<file path="src/rtl/bounce_gen_pkg.sv">
// Shared types and LFSR helper for the contact-bounce emulator.
package bounce_gen_pkg;

    typedef enum logic {
        BG_IDLE,
        BG_BOUNCE
    } bg_state_t;

    localparam logic [31:0] LFSR_TAPS = 32'h8020_0003;

    // Right-shifting Galois step: the bit shifted out folds the taps back in.
    function automatic logic [31:0] lfsr_next(logic [31:0] cur);
        lfsr_next = {1'b0, cur[31:1]} ^ (cur[0] ? LFSR_TAPS : 32'h0);
    endfunction

endpackage

</file>
<file path="src/rtl/bounce_gen_ch.sv">
// One bounce channel: turns each level change into an odd-length burst of toggles.
module bounce_gen_ch
    import bounce_gen_pkg::*;
#(
    parameter int BOUNCE_W = 3,
    parameter int GAP_W    = 4
) (
    input  logic                clk,
    input  logic                rst,
    input  logic                ena,
    input  logic                in_lvl,
    input  logic [BOUNCE_W-1:0] k_rand,
    input  logic [GAP_W-1:0]    g_rand,
    output logic                out_lvl,
    output logic                busy
);

    localparam int TOG_W = BOUNCE_W + 1;
    localparam int CNT_W = GAP_W + 1;
    localparam logic [TOG_W-1:0] TOG_ONE = TOG_W'(1);
    localparam logic [CNT_W-1:0] GAP_ONE = CNT_W'(1);

    bg_state_t        state_q, state_d;
    logic             settled_q, settled_d;
    logic             target_q, target_d;
    logic             out_q, out_d;
    logic [TOG_W-1:0] toggles_left_q, toggles_left_d;
    logic [CNT_W-1:0] gap_cnt_q, gap_cnt_d;

    logic [TOG_W-1:0] tog_load;
    logic [CNT_W-1:0] gap_load;

    // 2k+1 is just k with a forced trailing one, which keeps the burst odd.
    assign tog_load = {k_rand, 1'b1};
    assign gap_load = {1'b0, g_rand} + GAP_ONE;

    always_comb begin
        state_d        = state_q;
        settled_d      = settled_q;
        target_d       = target_q;
        out_d          = out_q;
        toggles_left_d = toggles_left_q;
        gap_cnt_d      = gap_cnt_q;
        if (ena) begin
            case (state_q)
                BG_IDLE: begin
                    if (in_lvl != settled_q) begin
                        state_d        = BG_BOUNCE;
                        target_d       = in_lvl;
                        toggles_left_d = tog_load;
                        gap_cnt_d      = gap_load;
                    end
                end
                BG_BOUNCE: begin
                    if (gap_cnt_q > GAP_ONE) begin
                        gap_cnt_d = gap_cnt_q - GAP_ONE;
                    end else begin
                        out_d          = ~out_q;
                        toggles_left_d = toggles_left_q - TOG_ONE;
                        gap_cnt_d      = gap_load;
                        if (toggles_left_q == TOG_ONE) begin
                            state_d   = BG_IDLE;
                            settled_d = target_q;
                        end
                    end
                end
            endcase
        end
    end

    always_ff @(posedge clk) begin
        if (rst) begin
            state_q        <= BG_IDLE;
            settled_q      <= 1'b0;
            target_q       <= 1'b0;
            out_q          <= 1'b0;
            toggles_left_q <= '0;
            gap_cnt_q      <= '0;
        end else begin
            state_q        <= state_d;
            settled_q      <= settled_d;
            target_q       <= target_d;
            out_q          <= out_d;
            toggles_left_q <= toggles_left_d;
            gap_cnt_q      <= gap_cnt_d;
        end
    end

    assign out_lvl = out_q;
    assign busy    = (state_q == BG_BOUNCE);

endmodule

</file>
<file path="src/rtl/bounce_gen.sv">
// Multi-channel contact-bounce emulator driven by one seeded, repeatable LFSR.
module bounce_gen
    import bounce_gen_pkg::*;
#(
    parameter int          WIDTH    = 8,
    parameter int          BOUNCE_W = 3,
    parameter int          GAP_W    = 4,
    parameter logic [31:0] SEED     = 32'h0000_0001
) (
    input  logic             clk,
    input  logic             rst,
    input  logic             ena,
    input  logic [WIDTH-1:0] in,
    output logic [WIDTH-1:0] out,
    output logic [WIDTH-1:0] busy
);

    // An all-zero LFSR would lock up, so a zero seed is quietly promoted to one.
    localparam logic [31:0] SEED_EFF = (SEED == 32'h0) ? 32'h1 : SEED;
    localparam int          STRIDE   = BOUNCE_W + GAP_W;

    logic [31:0] lfsr_q, lfsr_d;

    always_comb begin
        lfsr_d = lfsr_q;
        if (ena) begin
            lfsr_d = lfsr_next(lfsr_q);
        end
    end

    always_ff @(posedge clk) begin
        if (rst) begin
            lfsr_q <= SEED_EFF;
        end else begin
            lfsr_q <= lfsr_d;
        end
    end

    for (genvar i = 0; i < WIDTH; i++) begin : g_ch
        logic [BOUNCE_W-1:0] k_rand;
        logic [GAP_W-1:0]    g_rand;

        // Each channel taps a fixed, wrapping window of the shared LFSR.
        for (genvar j = 0; j < BOUNCE_W; j++) begin : g_k
            assign k_rand[j] = lfsr_q[(i*STRIDE + j) % 32];
        end
        for (genvar j = 0; j < GAP_W; j++) begin : g_g
            assign g_rand[j] = lfsr_q[(i*STRIDE + BOUNCE_W + j) % 32];
        end

        bounce_gen_ch #(
            .BOUNCE_W(BOUNCE_W),
            .GAP_W   (GAP_W)
        ) u_ch (
            .clk    (clk),
            .rst    (rst),
            .ena    (ena),
            .in_lvl (in[i]),
            .k_rand (k_rand),
            .g_rand (g_rand),
            .out_lvl(out[i]),
            .busy   (busy[i])
        );
    end

endmodule

</file>
<file path="config.mk">
export PLATFORM = sky130hd
export DESIGN_NAME = bounce_gen
export DESIGN_NICKNAME = d
export VERILOG_FILES = /design/src/rtl/bounce_gen_pkg.sv /design/src/rtl/bounce_gen_ch.sv /design/src/rtl/bounce_gen.sv
export SDC_FILE = /design/constraint.sdc
export NUM_CORES = 1
export LEC_CHECK = 0
export BUFFER_PORTS_ARGS = -buffer_cell sky130_fd_sc_hd__buf_2
export CORE_MARGIN = 5
export CORE_UTILIZATION = 35
export DETAILED_ROUTE_END_ITERATION = 10
export PLACE_DENSITY = 0.56
export SETUP_SLACK_MARGIN = 0.1
export SYNTH_ARGS = -nofsm -noshare
export SYNTH_HDL_FRONTEND = slang
export SYNTH_HIERARCHICAL = 1
export SYNTH_SLANG_ARGS = --single-unit
</file>
<file path="constraint.sdc">
create_clock -name clk -period 1.9 [get_ports clk]
set_clock_uncertainty 0.15 [all_clocks]
set_input_delay 0.095 -clock clk [delete_from_list [all_inputs] [get_ports clk]]
set_output_delay 0.095 -clock clk [all_outputs]
set_load 0.02 [all_outputs]
</file>
[Word-level counts from Yosys, hierarchy flattened]
Cells that the tools add are included.
Word-level totals
  bits in registers: 136
  latch bits: 0
  bits in writable memories: 0
  bits in read-only memories: 0
  input bits: 11
  word-level logic and storage cells: 259
  memories: 0
Cells by class
  add/sub/neg operators: 24
  multipliers: 0
  divide/modulo/power cells: 0
  $lt $le $gt $ge: 8
  eq/ne operators: 32
  shifts and indexed selects: 0
  muxes and demuxes: 81
  bitwise logic cells: 25
  reduce and logical (&&, ||, !) cells: 40
Operators with widths (number)
  two-way mux 5 bit: 16
  case mux 5 bit (2 select lines): 8
  AND reduction 3 bit: 24
  two-way mux 4 bit: 16
  case mux 4 bit (2 select lines): 8
  adder 4 x 1 -> 5 bit (second input constant): 8
  greater-than comparator 5 x 1 -> 1 bit (second input constant): 8
  subtractor 5 x 1 -> 5 bit (second input constant): 8
  == test 4 x 1 -> 1 bit (second input constant): 8
  two-way mux 32 bit: 1
  AND reduction 4 bit: 8
  subtractor 4 x 1 -> 4 bit (second input constant): 8
  XOR 31 x 32 -> 32 bit: 1
  two-way mux 1 bit: 24
  inverter 1 bit: 24
  != test 2 x 1 -> 1 bit (second input constant): 8
  != test 2 bit (second input constant): 8
  case mux 1 bit (2 select lines): 8
  AND reduction 2 bit: 8
  != test 1 bit: 8

[Longest topological paths before layout]
  depth after elaboration: 4
  gate-level depth with buffers: 6
  depth with buffers taken out: 6

[Modules after synthesis]
Netlist, hierarchy kept.
By module, submodules not included
  bounce_gen_ch: times used 8, cells an instance 103, area each 887.1 um^2, seq. area each 260.2 um^2
  bounce_gen: times used 1, cells an instance 106, area each 1193.6 um^2, seq. area each 640.6 um^2

[Least setup slack after synthesis]
OpenSTA, ideal clock, no wires.
  path type: flip-flop to flip-flop
  start: register g_ch[0].u_ch.gap_cnt_q[1]
  end: register g_ch[0].u_ch.gap_cnt_q[2]
  setup time: 117 ps
  arrival time: 1370 ps
  required time: 1633 ps
  path slack: 263 ps
  cell stages (with the launch flop): 7
  buffers on the path: 0
  path through: dfxtp_1 > inv_1 > ha_1 > o21bai_2 > a21bo_2 > mux2i_1 > a32o_1
On the way
  word-level cells in the longest chain between the ends: 3
Ends and longest elaborated chain
  start: declaration: RTL line bounce_gen_ch.sv:28  | logic [CNT_W-1:0] gap_cnt_q, gap_cnt_d;
  start signal: assignment: RTL line bounce_gen_ch.sv:85  | gap_cnt_q <= gap_cnt_d;
  subtractor 5 x 1 -> 5 bit / greater-than comparator 5 x 1 -> 1 bit (equally long branches): RTL line bounce_gen_ch.sv:56, bounce_gen_ch.sv:55
  two-way mux 5 bit *: RTL line bounce_gen_ch.sv:55  | if (gap_cnt_q > GAP_ONE) begin
  case mux 5 bit (2 select lines) *: RTL line bounce_gen_ch.sv:45  | case (state_q)
Mark *: on every way between the ends. The rest lies on a longest branch, timed or not.
A chain may end at the register's enable or synchronous reset.

[Worst setup path after layout]
  start: register g_ch[6].u_ch.gap_cnt_q[0]
  end: register g_ch[6].u_ch.gap_cnt_q[4]
On the way
  word-level cells in the longest chain between the ends: 3
Ends and longest elaborated chain (RTL line)
  start: declaration: bounce_gen_ch.sv:28
  start signal: assignment: bounce_gen_ch.sv:85
  subtractor 5 x 1 -> 5 bit / greater-than comparator 5 x 1 -> 1 bit (equally long branches): bounce_gen_ch.sv:56, bounce_gen_ch.sv:55
  two-way mux 5 bit *: bounce_gen_ch.sv:55
  case mux 5 bit (2 select lines) *: bounce_gen_ch.sv:45
Marks and branches as above.

==> flow_metrics.env <==
export IMPL_place_congestion=0.841
export IMPL_synth_enable_flop_cells=0
export IMPL_instance_count_of_the_mapped_netlist=930
export IMPL_power_switching_mw=2.03
export IMPL_slew_headroom_pct=59.3
export IMPL_yosys_register_bits=136
export IMPL_critical_path_slowest_cell="sky130_fd_sc_hd__dfxtp_1"
export IMPL_syn_nets=981
export IMPL_areaGrowthSynthToFinish_pct=16.1
export IMPL_peak_supply_drop_v=0.000511
export IMPL_hold_class="in -> reg"
export IMPL_tritoncts_clock_tree="built"
export IMPL_wl_per_cell_um=14.2
export IMPL_synth_top_flop_cell="sky130_fd_sc_hd__dfxtp_1"
export IMPL_insertion_delay_ps=420
export IMPL_cp_start_kind="flip-flop"
export IMPL_critical_path_start_end_classification="reg -> reg"
export IMPL_internal_power_mw=5.37
export IMPL_power_density_nw_per_um2=768
export IMPL_postRouteWirelength_um=18800
export IMPL_floorplan_rows=56
export IMPL_post_dp_hpwl_um=13200
export IMPL_die_area_um2=26900
export IMPL_switching_share_pct=27.4
export IMPL_final_layout_size_suffix_gt1_share_pct=18.9
export IMPL_die_w_um=164
export IMPL_period_minus_slack_ps=1730
export IMPL_worst_path_buf_inv=1
export IMPL_combinationalPowerShare_pct=16.6
export IMPL_worst_endpoint_arrival_ps=1880
export IMPL_run_status="completed"
export IMPL_clock_pin_slew_of_the_registers_on_the_worst_case_setup_and_hold_paths_ps=60
export IMPL_post_synthesis_instance_area_um2=8290
export IMPL_slew_violations=0
export IMPL_timing_critical_path_max_delay_family="compound AO/OA/AOI/OAI gates"
export IMPL_final_nets=1049
export IMPL_grt_overflow=0
export IMPL_antenna_found_initial=0
export IMPL_route_antenna_remaining_nets=0
export IMPL_drt_pre_antenna_iters=5
export IMPL_tritoncts_num_buffers=17
export IMPL_fmax_mhz=579
export IMPL_antenna_cells=0
export IMPL_die_height_um=164
export IMPL_filler_cell_count=2342
export IMPL_initialDrtViolationCount=383
export IMPL_avgViaCountPerCell=5.24
export IMPL_maxCapViolations=0
export IMPL_coreArea_um2=23400
export IMPL_postSynth_asyncResetShare_pct=0
export IMPL_routed_via_count=6951
export IMPL_clock_tree_htree_level_count=4
export IMPL_synthDistinctLibCells=46
export IMPL_yosys_warnings=6
export IMPL_gr_usage_all_layers_pct=14.0
export IMPL_synth_top_cell_area_share_pct=32.8
export IMPL_path_max_fanout=7
export IMPL_grt_setup_unrepaired="false"
export IMPL_tns_ps=0
export IMPL_finalSetupViolCount=0
export IMPL_layout_worst_path_cycle_share_pct=90.9
export IMPL_synthDominantAreaCellType="sky130_fd_sc_hd__dfxtp_1"
export IMPL_grt_max_degree=45
export IMPL_tightestPinTransition_ps=611
export IMPL_multi_input_area_um2=5140
export IMPL_cp_cell_sequence="ha_1, o21bai_4, a21boi_2, buf_4, a21o_1, a32o_1"
export IMPL_cts_sinks=136
export IMPL_most_common_library_cells_after_synthesis="sky130_fd_sc_hd__dfxtp_1 (136), sky130_fd_sc_hd__nor2_1 (95), sky130_fd_sc_hd__nand2_1 (80)"
export IMPL_grt_pass1_wl_um=31500
export IMPL_crit_required_ps=2050
export IMPL_static_leakage_power_nw=3.92
export IMPL_syn_area_per_cell_um2=8.91
export IMPL_vias_in_the_first_global_route=6410
export IMPL_count_of_input_and_output_buffers=26
export IMPL_synth_sequential_area_ratio_pct=32.8
export IMPL_timing_hold_violations_final=0
export IMPL_floorplan_initialDensity_pct=35.4
export IMPL_totalPowerFinal_mw=7.40
export IMPL_clock_path_buffers=2
export IMPL_largest_stage_delay_on_the_critical_path_ps=470
export IMPL_share_clk_of_total_power_pct=40.7
export IMPL_drc=0
export IMPL_end_kind="flip-flop"
export IMPL_yosys_cell_count_top_type="sky130_fd_sc_hd__dfxtp_1"
export IMPL_synth_top_area_cells="sky130_fd_sc_hd__dfxtp_1 (33%), sky130_fd_sc_hd__mux2i_1 (7.4%), sky130_fd_sc_hd__ha_1 (6.0%), sky130_fd_sc_hd__nor2_1 (4.3%), sky130_fd_sc_hd__nand2_1 (3.6%)"
export IMPL_clock_root_buffer="sky130_fd_sc_hd__clkbuf_16"
export IMPL_io_pins=27
export IMPL_seq_power_share_pct=42.7
export IMPL_ff_latch_area_um2=2740
-- layout by cell type, fill, tap and decap left out, types with 17 or more instances in the layout --
cell type and instances:
sky130_fd_sc_hd__a21oi_1 41, sky130_fd_sc_hd__buf_4 53, sky130_fd_sc_hd__nor2_1 95, sky130_fd_sc_hd__mux2i_1 61
sky130_fd_sc_hd__nor2b_1 24, sky130_fd_sc_hd__o21ai_0 31, sky130_fd_sc_hd__inv_1 48, sky130_fd_sc_hd__dfxtp_1 123
sky130_fd_sc_hd__a32o_1 24, sky130_fd_sc_hd__nand2_1 80, sky130_fd_sc_hd__nand3_1 24, sky130_fd_sc_hd__clkbuf_16 17
sky130_fd_sc_hd__ha_1 40, sky130_fd_sc_hd__buf_2 24
-- cell type report --
cell class	count	share of cell area, %
Multi-Input combinational cell	707	53.4
Sequential cell	136	28.4
Timing Repair Buffer	88	6.73
Clock buffer	24	4.90
Tap cell	319	4.15
Inverter	48	1.87
Clock inverter	4	0.494
-- stage by stage --
| step | utilization [%] | instances | setup WS (ps) | hold WS, ps | area (um2) |
|---|---|---|---|---|---|
| 6_report | 41.1 | 1326 | 173 | 19.1 | 9630 |
| 5_1_grt | 41.1 | 1326 | 91.2 | 35.5 | 9630 |
| 4_1_cts | 40.8 | 1324 | 102 | 11.0 | 9540 |
| 3_5_place_dp | 38.0 | 1281 | 107 | 251 | 8880 |
| 3_3_place_gp | 38.0 | 1281 | 139 | 246 | 8880 |
| 2_1_floorplan | - | 930 | 263 | 9.65 | 8290 |
-- timing repair --
item | CTS | global route
gates resized for setup | 0 | 22
hold buffers | 9 | 0
buffers inserted | 6 | 2
pin swaps | 3 | 7
hold endpoints to repair | 11 | 0
setup endpoints to repair | 5 | 48
-- power groups by stage --
stage          logic, mW  clock network [mW]  registers (mW)
5_1_grt             1.37                3.24            3.18
3_5_place_dp        1.18                   0            3.20
4_1_cts             1.21                3.12            3.14
2_1_floorplan      0.897                   0            3.18
3_3_place_gp        1.18                   0            3.20
6_report            1.23                3.01            3.15
-- worst paths after layout --
| check | startpoint | endpoint | slack [ps] | depth (start not counted) |
|---|---|---|---|---|
| hold / removal | rst | g_ch[6].u_ch/out_lvl | 20 | 2 |
| hold reg to reg | g_ch[5].u_ch/target_q | g_ch[5].u_ch/target_q | 320 | 2 |
| setup / recovery | g_ch[6].u_ch/gap_cnt_q[0] | g_ch[6].u_ch/gap_cnt_q[4] | 170 | 6 |
| setup reg to reg | g_ch[6].u_ch/gap_cnt_q[0] | g_ch[6].u_ch/gap_cnt_q[4] | 170 | 6 |
-- logic make-up (layout without fill, tap and decap cells) --
logic type	count (synthesis)	in the layout	share of synthesized area [%]
buffers and inverters	87	164	5.84
muxes	61	61	7.36
DFF	136	136	32.8
and+or+nand+nor	320	320	20.2
adders and majority gates	40	40	6.04
xor gates and xnor gates	34	34	4.32
AOI/OAI and AO/OA	252	252	23.4
-- registers in the layout (all words and copies together), names as in the netlist --
name and cells:
g_ch.u_ch/busy 8, g_ch.u_ch/gap_cnt_q 40, g_ch.u_ch/out_lvl 8, g_ch.u_ch/settled_q 8, g_ch.u_ch/target_q 8, g_ch.u_ch/toggles_left_q 32, lfsr_q 32
-- per-layer routing --
layer | track usage, % | vias to the layer above | part of all wire, %
met2 | 21.8 | 122 | 44
met4 | 3.85 | 0 | 0.90
met5 | 0 | - | 0
li1 | - | 3541 | -
met1 | 19.6 | 3276 | 51
met3 | 3.24 | 12 | 3.4
Note: power is estimated with default switching activity, not from simulation.
